## config.mk

```make
export PLATFORM = sky130hd
export DESIGN_NAME = systolic_sequencer
export DESIGN_NICKNAME = d
export VERILOG_FILES = /design/src/rtl/systolic_sequencer.sv
export SDC_FILE = /design/constraint.sdc
export NUM_CORES = 1
export LEC_CHECK = 0
export CAP_MARGIN = 15
export CORE_MARGIN = 3
export CORE_UTILIZATION = 46
export CTS_CLUSTER_SIZE = 14
export DETAILED_ROUTE_END_ITERATION = 10
export PLACE_DENSITY = 0.79
export SLEW_MARGIN = 0
export SYNTH_ARGS = -nofsm -noshare
export SYNTH_HDL_FRONTEND = slang
export SYNTH_SLANG_ARGS = --single-unit
```

## constraint.sdc

```tcl
create_clock -name clk -period 2 [get_ports clk]
set_input_delay 0.3 -clock clk [delete_from_list [all_inputs] [get_ports clk]]
set_output_delay 0.3 -clock clk [all_outputs]
set_load 0.005 [all_outputs]
```

## src/rtl/systolic_sequencer.sv

```systemverilog
// Job sequencer for a ROWS x COLS weight-stationary array: buffers one weight tile,
// shifts it in bottom row first, streams skewed input vectors, then drains.
module systolic_sequencer #(
    parameter int ROWS       = 2,
    parameter int COLS       = 2,
    parameter int DATA_WIDTH = 16,
    parameter int CNT_W      = 8
) (
    input  logic                       clk,
    input  logic                       rst,
    input  logic                       start,
    input  logic [CNT_W-1:0]           num_vecs,
    output logic                       busy,
    output logic                       done,
    input  logic                       w_valid,
    output logic                       w_ready,
    input  logic [COLS*DATA_WIDTH-1:0] w_data,
    input  logic                       in_valid,
    output logic                       in_ready,
    input  logic [ROWS*DATA_WIDTH-1:0] in_data,
    output logic [COLS*DATA_WIDTH-1:0] arr_weight,
    output logic [COLS-1:0]            arr_accept_w,
    output logic [ROWS*DATA_WIDTH-1:0] arr_input,
    output logic [ROWS-1:0]            arr_valid,
    output logic [ROWS-1:0]            arr_switch,
    output logic                       arr_enabled
);

    localparam int              PW         = $clog2(ROWS + COLS + 1);
    localparam int              WW         = COLS * DATA_WIDTH;
    localparam logic [PW-1:0]   ROW_LAST   = PW'(ROWS - 1);
    localparam logic [PW-1:0]   DRAIN_LAST = PW'(ROWS + COLS - 1);

    typedef enum logic [2:0] {
        S_IDLE, S_FETCH_W, S_LOAD_W, S_STREAM, S_DRAIN, S_DONE
    } state_t;

    state_t            state_reg, state_next;
    logic [PW-1:0]     phase_cnt_reg, phase_cnt_next;
    logic [CNT_W-1:0]  vec_cnt_reg, num_vecs_reg;
    logic              first_reg;
    logic [WW-1:0]     wbuf_reg [ROWS];
    logic [WW-1:0]     weight_next;
    logic              accept_next;
    logic              w_fire, in_fire, last_vec;

    assign w_fire   = w_valid && w_ready;
    assign in_fire  = in_valid && in_ready;
    assign last_vec = (vec_cnt_reg + CNT_W'(1)) == num_vecs_reg;

    // State register
    always_ff @(posedge clk or negedge rst) begin
        if (!rst) begin
            state_reg     <= S_IDLE;
            phase_cnt_reg <= '0;
        end else begin
            state_reg     <= state_next;
            phase_cnt_reg <= phase_cnt_next;
        end
    end

    // Next-state logic; phase_cnt counts beats in FETCH_W and cycles in LOAD_W/DRAIN
    always_comb begin
        state_next     = state_reg;
        phase_cnt_next = phase_cnt_reg;
        case (state_reg)
            S_IDLE: begin
                if (start) begin
                    state_next     = S_FETCH_W;
                    phase_cnt_next = '0;
                end
            end
            S_FETCH_W: begin
                if (w_fire) begin
                    if (phase_cnt_reg == ROW_LAST) begin
                        state_next     = S_LOAD_W;
                        phase_cnt_next = '0;
                    end else begin
                        phase_cnt_next = phase_cnt_reg + PW'(1);
                    end
                end
            end
            S_LOAD_W: begin
                if (phase_cnt_reg == ROW_LAST) begin
                    state_next     = (num_vecs_reg != '0) ? S_STREAM : S_DRAIN;
                    phase_cnt_next = '0;
                end else begin
                    phase_cnt_next = phase_cnt_reg + PW'(1);
                end
            end
            S_STREAM: begin
                if (in_fire && last_vec) begin
                    state_next     = S_DRAIN;
                    phase_cnt_next = '0;
                end
            end
            S_DRAIN: begin
                if (phase_cnt_reg == DRAIN_LAST) begin
                    state_next     = S_DONE;
                    phase_cnt_next = '0;
                end else begin
                    phase_cnt_next = phase_cnt_reg + PW'(1);
                end
            end
            S_DONE:  state_next = S_IDLE;
            default: state_next = S_IDLE;
        endcase
    end

    // Output decode; weight_next is what the top edge shows in the following cycle
    always_comb begin
        busy        = (state_reg != S_IDLE);
        done        = (state_reg == S_DONE);
        w_ready     = (state_reg == S_FETCH_W);
        in_ready    = (state_reg == S_STREAM);
        arr_enabled = busy;
        weight_next = '0;
        accept_next = 1'b0;
        if (state_reg == S_FETCH_W && w_fire && phase_cnt_reg == ROW_LAST) begin
            // Bottom row is the beat arriving now: bypass it straight out
            weight_next = w_data;
            accept_next = 1'b1;
        end else if (state_reg == S_LOAD_W && phase_cnt_reg != ROW_LAST) begin
            accept_next = 1'b1;
            for (int k = 0; k < ROWS; k++) begin
                if (phase_cnt_reg == PW'(ROWS - 2 - k))
                    weight_next = wbuf_reg[k];
            end
        end
    end

    always_ff @(posedge clk or negedge rst) begin
        if (!rst) begin
            num_vecs_reg <= '0;
            vec_cnt_reg  <= '0;
            first_reg    <= 1'b0;
            arr_weight   <= '0;
            arr_accept_w <= '0;
        end else begin
            if (state_reg == S_IDLE && start) begin
                num_vecs_reg <= num_vecs;
                vec_cnt_reg  <= '0;
                first_reg    <= 1'b1;
            end else if (in_fire) begin
                vec_cnt_reg  <= vec_cnt_reg + CNT_W'(1);
                first_reg    <= 1'b0;
            end
            arr_weight   <= weight_next;
            arr_accept_w <= {COLS{accept_next}};
        end
    end

    always_ff @(posedge clk or negedge rst) begin
        if (!rst) begin
            for (int k = 0; k < ROWS; k++)
                wbuf_reg[k] <= '0;
        end else if (w_fire) begin
            for (int k = 0; k < ROWS; k++) begin
                if (phase_cnt_reg == PW'(k))
                    wbuf_reg[k] <= w_data;
            end
        end
    end

    // Row gi sees a vector accepted at cycle t at cycle t+1+gi
    genvar gi;
    generate
        for (gi = 0; gi < ROWS; gi++) begin : g_skew
            logic [DATA_WIDTH-1:0] data_reg   [gi+1];
            logic                  valid_reg  [gi+1];
            logic                  switch_reg [gi+1];

            always_ff @(posedge clk or negedge rst) begin
                if (!rst) begin
                    for (int s = 0; s <= gi; s++) begin
                        data_reg[s]   <= '0;
                        valid_reg[s]  <= 1'b0;
                        switch_reg[s] <= 1'b0;
                    end
                end else begin
                    data_reg[0]   <= in_fire ? in_data[gi*DATA_WIDTH +: DATA_WIDTH] : '0;
                    valid_reg[0]  <= in_fire;
                    switch_reg[0] <= in_fire && first_reg;
                    for (int s = 1; s <= gi; s++) begin
                        data_reg[s]   <= data_reg[s-1];
                        valid_reg[s]  <= valid_reg[s-1];
                        switch_reg[s] <= switch_reg[s-1];
                    end
                end
            end

            assign arr_input[gi*DATA_WIDTH +: DATA_WIDTH] = data_reg[gi];
            assign arr_valid[gi]  = valid_reg[gi];
            assign arr_switch[gi] = switch_reg[gi];
        end
    endgenerate

endmodule
```

==> impl_metrics.csv <==
group,metric,value,unit
drt,vias,4938,
die,die_w,128,um
finish,final_cell_mix,"169 x dfrtp_1, 145 x clkdlybuf4s50_1, 112 x nand2_1, 40 x mux2_2, 37 x o21ai_0",
sta,slew_headroom,0.694,
global_route,grt_pass1_vias,5200,
die,die_height,128,um
drt,via_per_inst,5.38,
clock_tree,numCtsBuffers,17,
drt,drtIter0Drc,279,
synthesis,synth-seq-area-share,0.625,
clock_tree,h-tree-depth,4,
synthesis,syn_area_per_cell,11.8,sq um
die,start_util,0.472,
global_route,grt_pass1_wl,25900,um
die,io_pins,152,
finish,antenna_cells,0,
power,power.density,1290,nW/um^2
die,dieArea,16500,sq um
global_route,overflow,0,
sta,hold_viol,0,
drt,avgRoutedWirePerCell,17.4,um
global_route,grt_antenna_before_repair,0,
sta,finalCritPeriodShare,0.948,
global_route,grt_max_degree,67,
place,portBuffers,151,
synthesis,ys_ff_latch,172,
synthesis,ys_async_sr_fraction,1.00,
clock_tree,clock_latency,420,ps
clock_tree,tritoncts,"yes",
die,core,14600,sq um
clock_tree,clk_pin_slew,60,ps
sta,rsz0062_at_grt,"false",
finish,final_cell_area,9250,sq um
finish,drive_above_1_share,0.157,
finish,mostFrequentLayoutCell,"dfrtp_1",
sta,final-max-slew-violation-count,0,
sta,setup_viol,0,
sta,finClkSkew,4.92,ps
die,rows,44,
setup_path,required,2300,ps
setup_path,crit_slowest_cell,"dfrtp_1",
setup_path,crit_path_end_kind,"flop",
clock_tree,cts.sinks,172,
synthesis,synth_nets,667,
finish,nNetsFinal,806,
setup_path,max_stage_delay,400,ps
outcome,status,"complete, no violations",
setup_path,critPathKind,"flop to flop",
sta,layout_min_cycle_time,1900,ps
global_route,grt_usage,0.200,
drt,first_pass_iters,4,
clock_tree,cts-root-buf,"clkbuf_16",
setup_path,cp-start-kind,"flop",
drt,drc,0,
job,cap_violations,0,
sta,timing.fmax,528,MHz
drt,routed_wl,16000,um
setup_path,crit_chain,"ha_4 -> and3_1 -> nand4_1 -> a211oi_2 -> a41oi_2 -> nand2b_4 -> a32o_1",
finish,layout-area-overhead-vs-synth,34.4,%
synthesis,synth_top_flop_cell,"dfrtp_1",
synthesis,yosysWarningCount,0,
drt,ant_nets,0,
synthesis,synth.distinct_cells,50,
hold_path,worstHoldPathType,"primary input to async pin",
place,placed_area,8550,sq um
clock_tree,clk_path_buf_depth,2,
sta,setup_tns,0,ps
power,p_leak,4.40,nW
synthesis,synth_edf_count,0,
place,dp_hpwl,10200,um
synthesis,syn_inst,583,
power,power.ir.vdd_worst,0.739,mV
sta,worst_slew_pin_slew,457,ps
finish,largest_register_ffs,64,
synthesis,netlist_area,6880,sq um
setup_path,crit_fanout,8,
place,place_congestion,0.845,
finish,nFillCells,1056,
setup_path,arrival,2200,ps
## worst paths after layout
check / from / endpoint / slack (ps) / cells after the start
min: rst / arr_weight[20]$_DFF_PN0_ / 320 / 2
max in group asynchronous: rst / wbuf_reg[9]$_DFFE_PN0P_ / 970 / 3
min reg2reg: g_skew[1].data_reg[26]$_DFF_PN0_ / arr_input[26]$_DFF_PN0_ / 350 / 0
min in group clk: g_skew[1].data_reg[26]$_DFF_PN0_ / arr_input[26]$_DFF_PN0_ / 350 / 0
max reg2reg: vec_cnt_reg[0]$_DFFE_PN0P_ / phase_cnt_reg[0]$_DFFE_PN0P_ / 100 / 7
max: vec_cnt_reg[0]$_DFFE_PN0P_ / phase_cnt_reg[0]$_DFFE_PN0P_ / 100 / 7
## worst max-delay path: cells and delay by family (launching register included)
family | cells | cell delay, ps
simple gates | 3 | 570
fa+ha+maj | 1 | 200
compound gates | 3 | 620
flops | 1 | 400
## where the power goes
group | total (mW) | internal (mW) | switching [mW]
clock | 3.63 | 2.32 | 1.31
sequential | 5.01 | 4.43 | 0.574
combinational | 3.32 | 1.76 | 1.56
## cell usage after synthesis (3+ instances only)
cell type	count	share of area
ha_1	7	0.013
dfrtp_1	172	0.63
a21o_1	3	0.0033
a21oi_1	3	0.0022
xnor2_1	6	0.0076
o21ai_1	6	0.0044
nor3b_1	3	0.0033
buf_4	24	0.026
and3_1	36	0.033
buf_2	10	0.0073
nor2_1	14	0.0076
nand3b_1	4	0.0044
xor2_1	5	0.0064
a31oi_1	3	0.0027
a22oi_1	33	0.036
nand2_1	112	0.061
o31ai_1	4	0.0044
clkbuf_1	20	0.011
inv_1	5	0.0027
mux2i_1	3	0.0044
nand3_1	4	0.0029
o21ai_0	37	0.027
mux2_2	40	0.065
## per-stage QoR
stage,instances,util,total power [mW],hold WS (ps),setup slack (ps)
finish,918,0.634,12.0,324,105
global route,918,0.634,12.6,322,7.74
CTS,918,0.633,12.0,309,2.60
detailed placement,884,0.586,8.32,193,33.0
global placement,884,0.586,8.10,191,129
floorplan,583,-,6.92,4.41,66.6
## layer usage
metal / routed length [um] / track usage / vias up
li1: - / - / 2261
met1: 6510 / 0.247 / 2466
met2: 7990 / 0.332 / 192
met3: 1230 / 0.0710 / 19
met4: 231 / 0.0587 / 0
met5: 0 / 0 / -
## final cells by class
| type | instances | area (sq um) | area share |
|---|---|---|---|
| Tap cell | 184 | 230 | 0.0249 |
| Timing Repair Buffer | 176 | 1770 | 0.192 |
| Sequential cell | 172 | 4310 | 0.466 |
| Multi-Input combinational cell | 348 | 2260 | 0.244 |
| Clock inverter | 9 | 183 | 0.0197 |
| Clock buffer | 22 | 474 | 0.0513 |
| Inverter | 7 | 27.5 | 0.00298 |
## kinds of logic after synthesis
logic type,after synthesis,share of synthesized area
buffers and inverters,63,0.0505
multiplexers,43,0.0698
XOR/XNOR,11,0.0140
adder cells (fa/ha/maj),7,0.0127
AO/OA/AOI/OAI,99,0.0952
AND/OR/NAND/NOR,188,0.132
flip-flops,172,0.625
## repair_timing
action,in CTS,in global routing
resized for setup,10,3
endpoints found under the setup margin,6,4
setup buffers,2,0
hold endpoints to repair,26,0
hold buffers,1,0
pin swaps,1,1
Note: power is estimated with default switching activity, not from simulation.
